$ cat src/rtl/lsu_pkg.sv
// lsu_pkg: shared definitions for the load/store unit.
//   - MEM_ACCESS_* : access-size encodings, identical to the ones in const.v
//   - RSP_ERR_*    : response error codes returned to writeback
//   - ST_*         : FSM state constants
//   - req_t        : one registered memory request from execute
package lsu_pkg;

  localparam logic [1:0] MEM_ACCESS_BYTE     = 2'd0;
  localparam logic [1:0] MEM_ACCESS_HALFWORD = 2'd1;
  localparam logic [1:0] MEM_ACCESS_WORD     = 2'd2;

  localparam logic [1:0] RSP_ERR_NONE       = 2'd0;
  localparam logic [1:0] RSP_ERR_MISALIGNED = 2'd1;
  localparam logic [1:0] RSP_ERR_ACCESS     = 2'd2;

  localparam int TAG_W = 5;

  typedef logic [2:0] state_t;

  localparam state_t ST_IDLE        = 3'd0;
  localparam state_t ST_LOAD_ISSUE  = 3'd1;
  localparam state_t ST_LOAD_WAIT   = 3'd2;
  localparam state_t ST_STORE_ISSUE = 3'd3;
  localparam state_t ST_STORE_HOLD  = 3'd4;

  typedef struct packed {
    logic             we;
    logic [1:0]       acc;
    logic             sext;
    logic [31:0]      addr;
    logic [31:0]      wdata;
    logic [TAG_W-1:0] tag;
  } req_t;

endpackage

$ cat src/rtl/lsu_if.sv
// lsu_if: bundles the execute-side request, the writeback response and the
// mem_control read/write ports of the LSU.
//   slave  : the LSU's view (drives req_ready_o, rsp_*, mem_* controls)
//   master : the surrounding pipeline / mem_control view
interface lsu_if;
  import lsu_pkg::*;

  logic             req_valid_i;
  logic             req_ready_o;
  logic             req_we_i;
  logic [1:0]       req_acc_i;
  logic             req_sext_i;
  logic [31:0]      req_addr_i;
  logic [31:0]      req_wdata_i;
  logic [TAG_W-1:0] req_tag_i;

  logic             rsp_valid_o;
  logic [31:0]      rsp_data_o;
  logic [1:0]       rsp_err_o;
  logic [TAG_W-1:0] rsp_tag_o;

  logic             mem_sext_o;
  logic             mem_r_en_o;
  logic [1:0]       mem_acc_r_o;
  logic [31:0]      mem_addr_r_o;
  logic [31:0]      mem_data_r_i;

  logic             mem_wr_en_o;
  logic [1:0]       mem_acc_w_o;
  logic [31:0]      mem_addr_w_o;
  logic [31:0]      mem_data_w_o;
  logic             mem_wr_ready_i;

  modport slave (
    input  req_valid_i, req_we_i, req_acc_i, req_sext_i, req_addr_i,
           req_wdata_i, req_tag_i, mem_data_r_i, mem_wr_ready_i,
    output req_ready_o, rsp_valid_o, rsp_data_o, rsp_err_o, rsp_tag_o,
           mem_sext_o, mem_r_en_o, mem_acc_r_o, mem_addr_r_o,
           mem_wr_en_o, mem_acc_w_o, mem_addr_w_o, mem_data_w_o
  );

  modport master (
    output req_valid_i, req_we_i, req_acc_i, req_sext_i, req_addr_i,
           req_wdata_i, req_tag_i, mem_data_r_i, mem_wr_ready_i,
    input  req_ready_o, rsp_valid_o, rsp_data_o, rsp_err_o, rsp_tag_o,
           mem_sext_o, mem_r_en_o, mem_acc_r_o, mem_addr_r_o,
           mem_wr_en_o, mem_acc_w_o, mem_addr_w_o, mem_data_w_o
  );

endinterface

$ cat src/rtl/lsu_check.sv
// lsu_check: combinational alignment and address-range check.
//   acc  in  2   access size (MEM_ACCESS_*)
//   addr in  32  byte address
//   err  out 2   RSP_ERR_* code; misalignment takes priority over range
module lsu_check
  import lsu_pkg::*;
#(
  parameter logic [31:0] MAP_ZERO = 32'h0,
  parameter int unsigned ROWS     = 512
) (
  input  logic [1:0]  acc,
  input  logic [31:0] addr,
  output logic [1:0]  err
);

  localparam logic [32:0] WIN_SIZE = 33'(ROWS) * 33'd4;

  logic        misaligned;
  logic        in_range;
  logic [32:0] offset;

  // Offset from the window base in 33 bits: bit 32 set means addr < MAP_ZERO,
  // so a single unsigned compare covers both ends of the window.
  always_comb begin
    misaligned = ((acc == MEM_ACCESS_HALFWORD) && addr[0]) ||
                 ((acc == MEM_ACCESS_WORD) && (addr[1:0] != 2'b00));
    offset     = {1'b0, addr} - {1'b0, MAP_ZERO};
    in_range   = !offset[32] && (offset < WIN_SIZE);
    if (misaligned)
      err = RSP_ERR_MISALIGNED;
    else if (!in_range)
      err = RSP_ERR_ACCESS;
    else
      err = RSP_ERR_NONE;
  end

endmodule

$ cat src/rtl/lsu.sv
// lsu: load/store unit between execute and mem_control.
//   clk_i, rst_i : clock, synchronous active-high reset
//   bus (slave)  : request from execute (req_*), one-cycle response pulse to
//                  writeback (rsp_*), mem_control one-cycle read port
//                  (mem_*_r) and two-cycle read-modify-write port (mem_*_w)
// One request in flight at a time; faults are answered the cycle after
// accept without touching memory.
module lsu
  import lsu_pkg::*;
#(
  parameter logic [31:0] MAP_ZERO = 32'h0,
  parameter int unsigned ROWS     = 512
) (
  input  logic  clk_i,
  input  logic  rst_i,
  lsu_if.slave  bus
);

  state_t           state_q;
  req_t             req;
  logic             accept;
  logic [1:0]       chk_err;

  logic [TAG_W-1:0] tag_q;
  logic [31:0]      rd_addr_q;
  logic [1:0]       rd_acc_q;
  logic             rd_sext_q;
  logic [31:0]      wr_addr_q;
  logic [1:0]       wr_acc_q;
  logic [31:0]      wr_data_q;

  logic             rsp_valid_q;
  logic [31:0]      rsp_data_q;
  logic [1:0]       rsp_err_q;
  logic [TAG_W-1:0] rsp_tag_q;

  always_comb begin
    req.we    = bus.req_we_i;
    req.acc   = bus.req_acc_i;
    req.sext  = bus.req_sext_i;
    req.addr  = bus.req_addr_i;
    req.wdata = bus.req_wdata_i;
    req.tag   = bus.req_tag_i;
  end

  assign accept = bus.req_valid_i && (state_q == ST_IDLE);

  lsu_check #(
    .MAP_ZERO (MAP_ZERO),
    .ROWS     (ROWS)
  ) u_check (
    .acc  (req.acc),
    .addr (req.addr),
    .err  (chk_err)
  );

  always_ff @(posedge clk_i) begin
    if (rst_i) begin
      state_q     <= ST_IDLE;
      tag_q       <= '0;
      rd_addr_q   <= '0;
      rd_acc_q    <= '0;
      rd_sext_q   <= 1'b0;
      rsp_valid_q <= 1'b0;
      rsp_data_q  <= '0;
      rsp_err_q   <= RSP_ERR_NONE;
      rsp_tag_q   <= '0;
    end else begin
      rsp_valid_q <= 1'b0;
      case (state_q)
        ST_IDLE: begin
          if (accept) begin
            tag_q <= req.tag;
            if (chk_err != RSP_ERR_NONE) begin
              rsp_valid_q <= 1'b1;
              rsp_err_q   <= chk_err;
              rsp_data_q  <= '0;
              rsp_tag_q   <= req.tag;
            end else if (req.we) begin
              state_q <= ST_STORE_ISSUE;
            end else begin
              state_q   <= ST_LOAD_ISSUE;
              rd_addr_q <= req.addr;
              rd_acc_q  <= req.acc;
              rd_sext_q <= req.sext;
            end
          end
        end
        ST_LOAD_ISSUE: state_q <= ST_LOAD_WAIT;
        ST_LOAD_WAIT: begin
          state_q     <= ST_IDLE;
          rsp_valid_q <= 1'b1;
          rsp_err_q   <= RSP_ERR_NONE;
          rsp_data_q  <= bus.mem_data_r_i;
          rsp_tag_q   <= tag_q;
        end
        ST_STORE_ISSUE: begin
          if (bus.mem_wr_ready_i)
            state_q <= ST_STORE_HOLD;
        end
        ST_STORE_HOLD: begin
          state_q     <= ST_IDLE;
          rsp_valid_q <= 1'b1;
          rsp_err_q   <= RSP_ERR_NONE;
          rsp_data_q  <= '0;
          rsp_tag_q   <= tag_q;
        end
        default: state_q <= ST_IDLE;
      endcase
    end
  end

  // Deliberately not reset: mem_control commits from these during
  // ST_STORE_HOLD, and a reset in that cycle must not redirect the commit.
  always_ff @(posedge clk_i) begin
    if (accept && req.we && (chk_err == RSP_ERR_NONE)) begin
      wr_addr_q <= req.addr;
      wr_acc_q  <= req.acc;
      wr_data_q <= req.wdata;
    end
  end

  assign bus.req_ready_o  = (state_q == ST_IDLE);

  // The read enable stays low in both store states because mem_control
  // borrows its read port for the merge.
  assign bus.mem_r_en_o   = (state_q == ST_LOAD_ISSUE);
  assign bus.mem_addr_r_o = rd_addr_q;
  assign bus.mem_acc_r_o  = rd_acc_q;
  assign bus.mem_sext_o   = rd_sext_q;

  assign bus.mem_wr_en_o  = (state_q == ST_STORE_ISSUE);
  assign bus.mem_addr_w_o = wr_addr_q;
  assign bus.mem_acc_w_o  = wr_acc_q;
  assign bus.mem_data_w_o = wr_data_q;

  assign bus.rsp_valid_o  = rsp_valid_q;
  assign bus.rsp_data_o   = rsp_data_q;
  assign bus.rsp_err_o    = rsp_err_q;
  assign bus.rsp_tag_o    = rsp_tag_q;

endmodule
$ cat src/flat_wrapper.sv
// flat-port wrapper written by rule: the top's interface ports become plain ports
module lsu_flat import lsu_pkg::*;
#(
  parameter logic [31:0] MAP_ZERO = 32'h0,
  parameter int unsigned ROWS     = 512
)
  (clk_i, rst_i, bus_req_valid_i, bus_req_we_i, bus_req_acc_i, bus_req_sext_i, bus_req_addr_i, bus_req_wdata_i, bus_req_tag_i, bus_mem_data_r_i, bus_mem_wr_ready_i, bus_req_ready_o, bus_rsp_valid_o, bus_rsp_data_o, bus_rsp_err_o, bus_rsp_tag_o, bus_mem_sext_o, bus_mem_r_en_o, bus_mem_acc_r_o, bus_mem_addr_r_o, bus_mem_wr_en_o, bus_mem_acc_w_o, bus_mem_addr_w_o, bus_mem_data_w_o);
  lsu_if bus_i ();
  input  logic clk_i;
  input  logic rst_i;
  input wire logic [$bits(bus_i.req_valid_i)-1:0] bus_req_valid_i;
  input wire logic [$bits(bus_i.req_we_i)-1:0] bus_req_we_i;
  input wire logic [$bits(bus_i.req_acc_i)-1:0] bus_req_acc_i;
  input wire logic [$bits(bus_i.req_sext_i)-1:0] bus_req_sext_i;
  input wire logic [$bits(bus_i.req_addr_i)-1:0] bus_req_addr_i;
  input wire logic [$bits(bus_i.req_wdata_i)-1:0] bus_req_wdata_i;
  input wire logic [$bits(bus_i.req_tag_i)-1:0] bus_req_tag_i;
  input wire logic [$bits(bus_i.mem_data_r_i)-1:0] bus_mem_data_r_i;
  input wire logic [$bits(bus_i.mem_wr_ready_i)-1:0] bus_mem_wr_ready_i;
  output wire logic [$bits(bus_i.req_ready_o)-1:0] bus_req_ready_o;
  output wire logic [$bits(bus_i.rsp_valid_o)-1:0] bus_rsp_valid_o;
  output wire logic [$bits(bus_i.rsp_data_o)-1:0] bus_rsp_data_o;
  output wire logic [$bits(bus_i.rsp_err_o)-1:0] bus_rsp_err_o;
  output wire logic [$bits(bus_i.rsp_tag_o)-1:0] bus_rsp_tag_o;
  output wire logic [$bits(bus_i.mem_sext_o)-1:0] bus_mem_sext_o;
  output wire logic [$bits(bus_i.mem_r_en_o)-1:0] bus_mem_r_en_o;
  output wire logic [$bits(bus_i.mem_acc_r_o)-1:0] bus_mem_acc_r_o;
  output wire logic [$bits(bus_i.mem_addr_r_o)-1:0] bus_mem_addr_r_o;
  output wire logic [$bits(bus_i.mem_wr_en_o)-1:0] bus_mem_wr_en_o;
  output wire logic [$bits(bus_i.mem_acc_w_o)-1:0] bus_mem_acc_w_o;
  output wire logic [$bits(bus_i.mem_addr_w_o)-1:0] bus_mem_addr_w_o;
  output wire logic [$bits(bus_i.mem_data_w_o)-1:0] bus_mem_data_w_o;
  assign bus_i.req_valid_i = bus_req_valid_i;
  assign bus_i.req_we_i = bus_req_we_i;
  assign bus_i.req_acc_i = bus_req_acc_i;
  assign bus_i.req_sext_i = bus_req_sext_i;
  assign bus_i.req_addr_i = bus_req_addr_i;
  assign bus_i.req_wdata_i = bus_req_wdata_i;
  assign bus_i.req_tag_i = bus_req_tag_i;
  assign bus_i.mem_data_r_i = bus_mem_data_r_i;
  assign bus_i.mem_wr_ready_i = bus_mem_wr_ready_i;
  assign bus_req_ready_o = bus_i.req_ready_o;
  assign bus_rsp_valid_o = bus_i.rsp_valid_o;
  assign bus_rsp_data_o = bus_i.rsp_data_o;
  assign bus_rsp_err_o = bus_i.rsp_err_o;
  assign bus_rsp_tag_o = bus_i.rsp_tag_o;
  assign bus_mem_sext_o = bus_i.mem_sext_o;
  assign bus_mem_r_en_o = bus_i.mem_r_en_o;
  assign bus_mem_acc_r_o = bus_i.mem_acc_r_o;
  assign bus_mem_addr_r_o = bus_i.mem_addr_r_o;
  assign bus_mem_wr_en_o = bus_i.mem_wr_en_o;
  assign bus_mem_acc_w_o = bus_i.mem_acc_w_o;
  assign bus_mem_addr_w_o = bus_i.mem_addr_w_o;
  assign bus_mem_data_w_o = bus_i.mem_data_w_o;
  lsu #(.MAP_ZERO(MAP_ZERO), .ROWS(ROWS)) u_core (.clk_i(clk_i), .rst_i(rst_i), .bus(bus_i));
endmodule
$ cat config.mk
export PLATFORM = sky130hd
export DESIGN_NAME = lsu_flat
export DESIGN_NICKNAME = d
export VERILOG_FILES = /design/src/rtl/lsu_pkg.sv /design/src/rtl/lsu_if.sv /design/src/rtl/lsu_check.sv /design/src/rtl/lsu.sv /design/src/flat_wrapper.sv
export SDC_FILE = /design/constraint.sdc
export NUM_CORES = 1
export LEC_CHECK = 0
export ABC_AREA = 1
export BUFFER_PORTS_ARGS = -buffer_cell sky130_fd_sc_hd__buf_4
export CAP_MARGIN = 40
export CORE_ASPECT_RATIO = 1.1
export CORE_UTILIZATION = 35
export CTS_BUF_LIST = sky130_fd_sc_hd__clkbuf_2 sky130_fd_sc_hd__clkbuf_4 sky130_fd_sc_hd__clkbuf_8
export DETAILED_ROUTE_END_ITERATION = 7
export HOLD_SLACK_MARGIN = 0.12
export PLACE_DENSITY = 0.59
export SLEW_MARGIN = 10
export SYNTH_ARGS = -nofsm -noshare
export SYNTH_HDL_FRONTEND = slang
export SYNTH_HIERARCHICAL = 1
export SYNTH_SLANG_ARGS = --single-unit
$ cat constraint.sdc
create_clock -name clk_i -period 6.54 [get_ports clk_i]
set_input_delay 0.327 -clock clk_i [delete_from_list [all_inputs] [get_ports clk_i]]
set_output_delay 0.327 -clock clk_i [all_outputs]
set_load 0.02 [all_outputs]
After elaboration in Yosys (flattened, before gate mapping)
Cells that the tools add are included.
{"block": "op_classes", "order_cmp": 1, "eq_ne": 10, "n_mux": 19, "bitwise_logic": 2, "reduce_logical": 18}
{"op": "$pmux W32 S3", "n": 1}
{"op": "$mux W32", "n": 2}
{"op": "$lt A32 B12 Y1 const B", "n": 1}
{"op": "$mux W2", "n": 5}
{"op": "$mux W5", "n": 2}
{"op": "$pmux W5 S2", "n": 1}
{"op": "$mux W3", "n": 3}
{"op": "$pmux W3 S3", "n": 1}
{"op": "$reduce_and A3 Y1", "n": 3}
{"op": "$eq A3 B2 Y1 const B", "n": 2}
{"op": "$reduce_bool A2 Y1", "n": 3}
{"op": "$logic_and A1 B1 Y1", "n": 5}
{"op": "$ne A2 B1 Y1 const B", "n": 2}
{"op": "$ne A2 B2 Y1 const B", "n": 2}
{"op": "$pmux W2 S2", "n": 1}
{"op": "$reduce_and A4 Y1", "n": 1}
{"op": "$eq A3 B1 Y1 const B", "n": 1}
{"op": "$eq A3 B3 Y1 const B", "n": 1}
{"op": "$logic_not A3 Y1", "n": 1}
{"op": "$reduce_bool A3 Y1", "n": 1}
{"op": "$eq A2 B1 Y1 const B", "n": 1}
{"op": "$eq A2 B2 Y1 const B", "n": 1}
{"op": "$logic_not A2 Y1", "n": 1}
{"op": "$mux W1", "n": 2}
{"op": "other kinds (5)", "n": 6}
{"block": "totals", "ff_bits": 149, "inputBits": 109, "wordCells": 62}

Longest topological paths before layout
{"block": "depth", "depth_word": 8, "mapped_depth": 14}

By module
The synthesis kept the hierarchy.
{"mod": "lsu", "instances": 1, "cells_each": 619, "area_each_um2": 5843.1}
{"mod": "lsu_check", "instances": 1, "cells_each": 29, "area_each_um2": 128.9}

Worst setup path before layout
OpenSTA, ideal clock, no wires.
{"block": "synth_timing", "path_kind": "input port to flip-flop", "startpoint": "in bus_req_addr_i[31]", "endpoint": "reg u_core.wr_acc_q[0], in the netlist u_core/bus.mem_acc_w_o[0], enable pin", "setup_ns": 0.572, "arrival_ns": 5.437, "required_time_ns": 5.968, "setup_slack_ns": 0.531, "path_stages": 8, "cell_sequence": "or2_0 nor2_1 nand3_1 nand2_1 inv_1 inv_1 nand2_1 nor3_1"}
{"block": "synth_between", "elab_chain_cells": 5}
{"element": "from (decl)", "line_no": "flat_wrapper.sv:15", "rtl": "input wire logic [$bits(bus_i.req_addr_i)-1:0] bus_req_addr_i;"}
{"element": "$lt A32 B12 Y1", "line_no": "lsu_check.sv:28", "rtl": "in_range = !offset[32] && (offset < WIN_SIZE);"}
{"element": "$mux W2", "line_no": "lsu_check.sv:31", "rtl": "else if (!in_range)"}
{"element": "$mux W2", "line_no": "lsu_check.sv:29", "rtl": "if (misaligned)"}
{"element": "net u_core.chk_err[1]", "line_no": "lsu.sv:22", "rtl": "logic [1:0] chk_err;"}
{"element": "$logic_not A2 Y1", "line_no": "lsu.sv:116", "rtl": "if (accept && req.we && (chk_err == RSP_ERR_NONE)) begin"}
{"element": "$logic_and A1 B1 Y1", "line_no": "lsu.sv:116"}
{"element": "to (signal assigned)", "line_no": "lsu.sv:118", "rtl": "wr_acc_q <= req.acc;"}
{"element": "to (decl)", "line_no": "lsu.sv:29", "rtl": "logic [1:0] wr_acc_q;"}
The timed path passes the listed nets, and every way through them passes these cells.
A chain may end at the register's enable or synchronous reset.

Worst setup path in the final report
{"block": "layout_timing", "startpoint": "in bus_req_addr_i[31]", "endpoint": "reg u_core.rd_acc_q[1], in the netlist u_core/bus.mem_acc_r_o[1]"}
{"block": "layout_between", "elab_chain_cells": 6}
{"element": "$lt A32 B12 Y1", "line_no": "lsu_check.sv:28"}
{"element": "$mux W2", "line_no": "lsu_check.sv:31"}
{"element": "$mux W2", "line_no": "lsu_check.sv:29"}
{"element": "net u_core.chk_err[1]", "line_no": "lsu.sv:22"}
{"element": "$reduce_bool A2 Y1", "line_no": "lsu.sv:74", "rtl": "if (chk_err != RSP_ERR_NONE) begin"}
{"element": "$not A1 Y1 (no source line)"}
{"element": "$reduce_and A4 Y1 (no source line)"}
{"element": "to (signal assigned)", "line_no": "lsu.sv:84", "rtl": "rd_acc_q <= req.acc;"}
{"element": "to (decl)", "line_no": "lsu.sv:26", "rtl": "logic [1:0] rd_acc_q;"}
The timed path passes the listed nets, and every way through them passes these cells.

==> impl_summary.md <==
Worst setup path
The largest driver fanout on the critical path is 36. The critical path is of the input pin to flip-flop type. At the worst endpoint, the required time is between 6 and 7 ns. STA classifies the critical path endpoint as a flip-flop. Data arrives at the worst endpoint at roughly 3.3 ns. The startpoint kind of the worst setup timing path is an input pin.

Power
The maximum VDD drop is around 0.12 mV. The reported leakage power is around 0.0043 µW. The total internal power is about 1600 µW. Per report_power, the sequential group accounts for ~47% of the total. The clock network burns roughly a third of the power. Combinational cells account for about 18% of the total power. The switching part of the total power is between 20 and 30%. The analysis attributes to net switching a power of 603 µW. Overall power consumption after layout is estimated at 2200 µW.

Power spread over the standard cell area amounts to 242 nW/µm².

Yosys
The area share of the leading cell type in the synthesized netlist is between 30% and 40%. The post-synthesis simple-gate area fraction is between 20% and 30%. The post-synthesis average cell area is 9.22 µm². The synthesized netlist net count is about 760. The XOR/XNOR share of the synthesized area is 0%. In the synthesized netlist, the number of instances is 648.

Synthesis inferred about 150 register bits. The fraction of the mapped netlist area in compound gates is ~3.9%. The adder-cell area share of the yosys netlist is 0%. After synthesis, the cell types taking the most area are sky130_fd_sc_hd__edfxtp_1 (33%), sky130_fd_sc_hd__dfxtp_1 (28%), sky130_fd_sc_hd__nor2_1 (9.5%). The number of warnings printed during yosys synthesis is 6. The cell type with the largest total area after synthesis is sky130_fd_sc_hd__edfxtp_1. The main combinational cell family by area after synthesis is simple AND/OR/NAND/NOR gates. Summing the sequential cell areas from Yosys gives 61.0% of the chip area. The summed instance area of the synthesized netlist is roughly 6000 µm². The share of synthesized area spent on multiplexers is 0%. The count of cell types in the netlist is 27.

Final layout
Of the cells placed in the final design, the portion with a size suffix greater than 1 is between 30% and 40%. In the final design database the tool counted 1068 nets. The commonest non-fill, non-tap cell in the layout is sky130_fd_sc_hd__buf_4. In the layout the commonest cells are sky130_fd_sc_hd__buf_4 (257), sky130_fd_sc_hd__nor2_1 (151), sky130_fd_sc_hd__dfxtp_1 (83), sky130_fd_sc_hd__inv_1 (80), sky130_fd_sc_hd__dlygate4sd3_1 (70). The fill cell instance count of the final layout is 1514.

In the final layout, flip-flops and latches occupy approximately 3600 µm². The number of inserted diodes is 0. In the final layout, the multi-input gates occupy approximately 1800 µm². The synthesis-to-finish area growth is 52.4%. The final instance count without filler cells is between 1k and 1.5k.

Floorplan
Once the floorplan was initialized, standard cells occupied a little over a third of the core. The overall die width is 127 µm. The number of rows created at floorplan is 49. The total die area is about 18000 µm². The height of the chip is ~140 µm. The placeable core region is roughly 16000 µm². For this design the top-level I/O count stands at 253.

Clocking
The number of buffers created by CTS is 17. The clock sink total is ~150. The count of cells resized by post-cts repair is 0.

After clock tree synthesis, the setup repair step added 0 buffers. The H-tree was split into 4 levels. The number of buffers on the longest clock path is 2. The root buffer selected by CTS is sky130_fd_sc_hd__clkbuf_8.

The clock-pin slew on the worst setup and hold paths is roughly 0.090 ns. At the later pin of the worst-skew pair, clock insertion delay measures 0.44 ns. The TritonCTS clock tree is done.

Placed design
The instance count after placement with tap cells included is about 1.1k. The port buffer count is about 250. Routability-driven placement finished with a final weighted congestion of 0.773. Detailed placement ended at an HPWL of between 10000 and 15000 µm.

Global route
The overall global routing resource usage is between 10% and 20%. The total grt overflow is 0. The number of global-route vias before repair is a little under 5k. In the global route stage, met3 resource usage came out at under 10%. The routing usage on met1 is between 20% and 30%.

For met2 alone, demand over resource in global routing was 33.9%. The initial antenna violation count was 0. Entering global routing, the biggest net connects 76 pins. The first global-routing pass estimated 26500 µm of wire. In this run the most used layer during global routing was met2.

Routing
The detailed-routing iteration count for the pre-antenna-repair pass is 4. The first routing iteration left 268 violations. Summed over all layers, the routed wires come to about 17000 µm.

The routed wirelength normalized by instance count is about 15 µm. Summing over every cut layer, the via total after detailed routing is ~5.3k. The number of DRC violations after detailed routing is 0.

Dividing the detail-routed via count by the number of cells gives between 4 and 5. The final antenna-violating net count is 0.

Min path
The type of the worst min-delay path is input pin to flip-flop.

Timing
For this run, the top clock speed supported by timing is 339 MHz. The worst path uses between 40% and 50% of the clock period. The setup violation total in the final timing report is 0. Setup repair after global routing left no endpoint under its margin. Across the routed clock network, the largest skew measured is slightly above 0.01 ns. The pin slew with the least headroom to its limit is between 0.8 and 0.9 ns.

The number of max-slew violations in the final report is 0. The setup TNS is 0 ns. The final worst hold slack is approximately 0.16 ns. The number of hold violations in the final report is 0. The worst pin sits at a relative slew slack of between 40% and 50%. The routed design could run at a clock period as short as approximately 2.9 ns.

Flow run
The tool flagged a number of max-cap violations equal to 0.

Run status
The flow ran to the end, and the final reports show no timing, DRC or antenna violations.
## worst paths after layout
| path | startpoint | end | slack [ns] | depth (start not counted) |
|---|---|---|---|---|
| worst max-delay path | bus_req_addr_i[31] | u_core/bus.mem_acc_r_o[1]$_SDFFE_PP0P_ | 3.59 | 12 |
| worst min register to register | u_core/tag_q[1]$_SDFFE_PP0P_ | u_core/tag_q[1]$_SDFFE_PP0P_ | 0.47 | 2 |
| worst min-delay path | bus_req_tag_i[2] | u_core/tag_q[2]$_SDFFE_PP0P_ | 0.16 | 3 |
| worst max register to register | u_core/state_q[0]$_SDFFE_PP0P_ | u_core/bus.mem_data_w_o[8]$_DFFE_PP_ | 4.05 | 5 |
## logic make-up after synthesis
family | count (synthesis)
buffers and inverters | 119
AO/OA/AOI/OAI | 46
AND/OR/NAND/NOR | 334
flip-flops | 149
## metal layers
layer | up-vias | routed length [µm]
met5 | - | 0
met2 | 176 | 8530
met1 | 2398 | 7180
li1 | 2681 | -
met3 | 19 | 1230
met4 | 0 | 279
## worst max-delay path, stage by stage
cell	delay, ns
sky130_fd_sc_hd__dlygate4sd3_1	0.55
sky130_fd_sc_hd__buf_4	0.15
sky130_fd_sc_hd__or2_0	0.21
sky130_fd_sc_hd__nor2_1	0.11
sky130_fd_sc_hd__nand3_1	0.11
sky130_fd_sc_hd__nand2_1	0.07
sky130_fd_sc_hd__inv_1	0.05
sky130_fd_sc_hd__nor2_1	0.19
sky130_fd_sc_hd__nand2_2	0.47
sky130_fd_sc_hd__nor2_4	0.75
sky130_fd_sc_hd__o21ai_0	0.16
sky130_fd_sc_hd__nor2_1	0.13
## sequential cells by signal, summed over array words and instances, names as in the netlist
register,flops
u_core/bus.mem_acc_r_o,2
u_core/bus.mem_acc_w_o,2
u_core/bus.mem_addr_r_o,32
u_core/bus.mem_addr_w_o,32
u_core/bus.mem_data_w_o,32
u_core/bus.mem_sext_o,1
u_core/bus.rsp_data_o,32
u_core/bus.rsp_err_o,2
u_core/bus.rsp_tag_o,5
u_core/bus.rsp_valid_o,1
u_core/state_q,3
u_core/tag_q,5
## through the flow
| stage | util, % | worst slack, ns | instance area [µm²] |
|---|---|---|---|
| 2_1_floorplan | - | 0.531 | 5970 |
| 5_1_grt | 55.2 | 3.29 | 9100 |
| 6_report | 55.2 | 3.59 | 9100 |
| 3_5_place_dp | 48.3 | 3.72 | 7970 |
| 3_3_place_gp | 48.2 | 3.74 | 7950 |
| 4_1_cts | 55.2 | 3.62 | 9100 |
## timing repair
| action | in CTS | in global routing |
|---|---|---|
| setup endpoints to repair | 0 | 0 |
| endpoints found under the hold margin | 99 | 0 |
| hold buffers | 70 | 0 |
## power by group through the flow
stage / Combinational [µW] / Clock [µW] / Sequential (µW)
finish: 399 / 759 / 1040
global route: 437 / 823 / 1050
CTS: 404 / 786 / 1040
detailed placement: 369 / 0 / 1060
global placement: 364 / 0 / 1060
floorplan: 159 / 0 / 1110
## final cells by class
cell class                 count  area share [%]
sequential                   149            40.0
timing repair buffer         328            29.2
multi-input combinational    380            19.8
inverter                      83            3.42
clock buffer                  19            2.80
tap                          204            2.80
clock inverter                13            1.88
## cells in the mapped netlist
cell / instances
sky130_fd_sc_hd__a21oi_1: 6
sky130_fd_sc_hd__a21oi_2: 1
sky130_fd_sc_hd__a31oi_1: 1
sky130_fd_sc_hd__buf_1: 1
sky130_fd_sc_hd__buf_2: 17
sky130_fd_sc_hd__buf_4: 4
sky130_fd_sc_hd__buf_6: 6
sky130_fd_sc_hd__clkbuf_1: 8
sky130_fd_sc_hd__dfxtp_1: 83
sky130_fd_sc_hd__edfxtp_1: 66
sky130_fd_sc_hd__inv_1: 81
sky130_fd_sc_hd__inv_2: 2
sky130_fd_sc_hd__nand2_1: 64
sky130_fd_sc_hd__nand2_2: 3
sky130_fd_sc_hd__nand2_4: 1
sky130_fd_sc_hd__nand3_1: 37
sky130_fd_sc_hd__nand3_2: 21
sky130_fd_sc_hd__nand3_4: 1
sky130_fd_sc_hd__nand3b_1: 1
sky130_fd_sc_hd__nand4_1: 1
sky130_fd_sc_hd__nor2_1: 151
sky130_fd_sc_hd__nor2_2: 14
sky130_fd_sc_hd__nor2_4: 2
sky130_fd_sc_hd__nor3_1: 37
sky130_fd_sc_hd__o21ai_0: 33
sky130_fd_sc_hd__o21ai_1: 5
sky130_fd_sc_hd__or2_0: 1
Note: power is estimated with default switching activity, not from simulation.
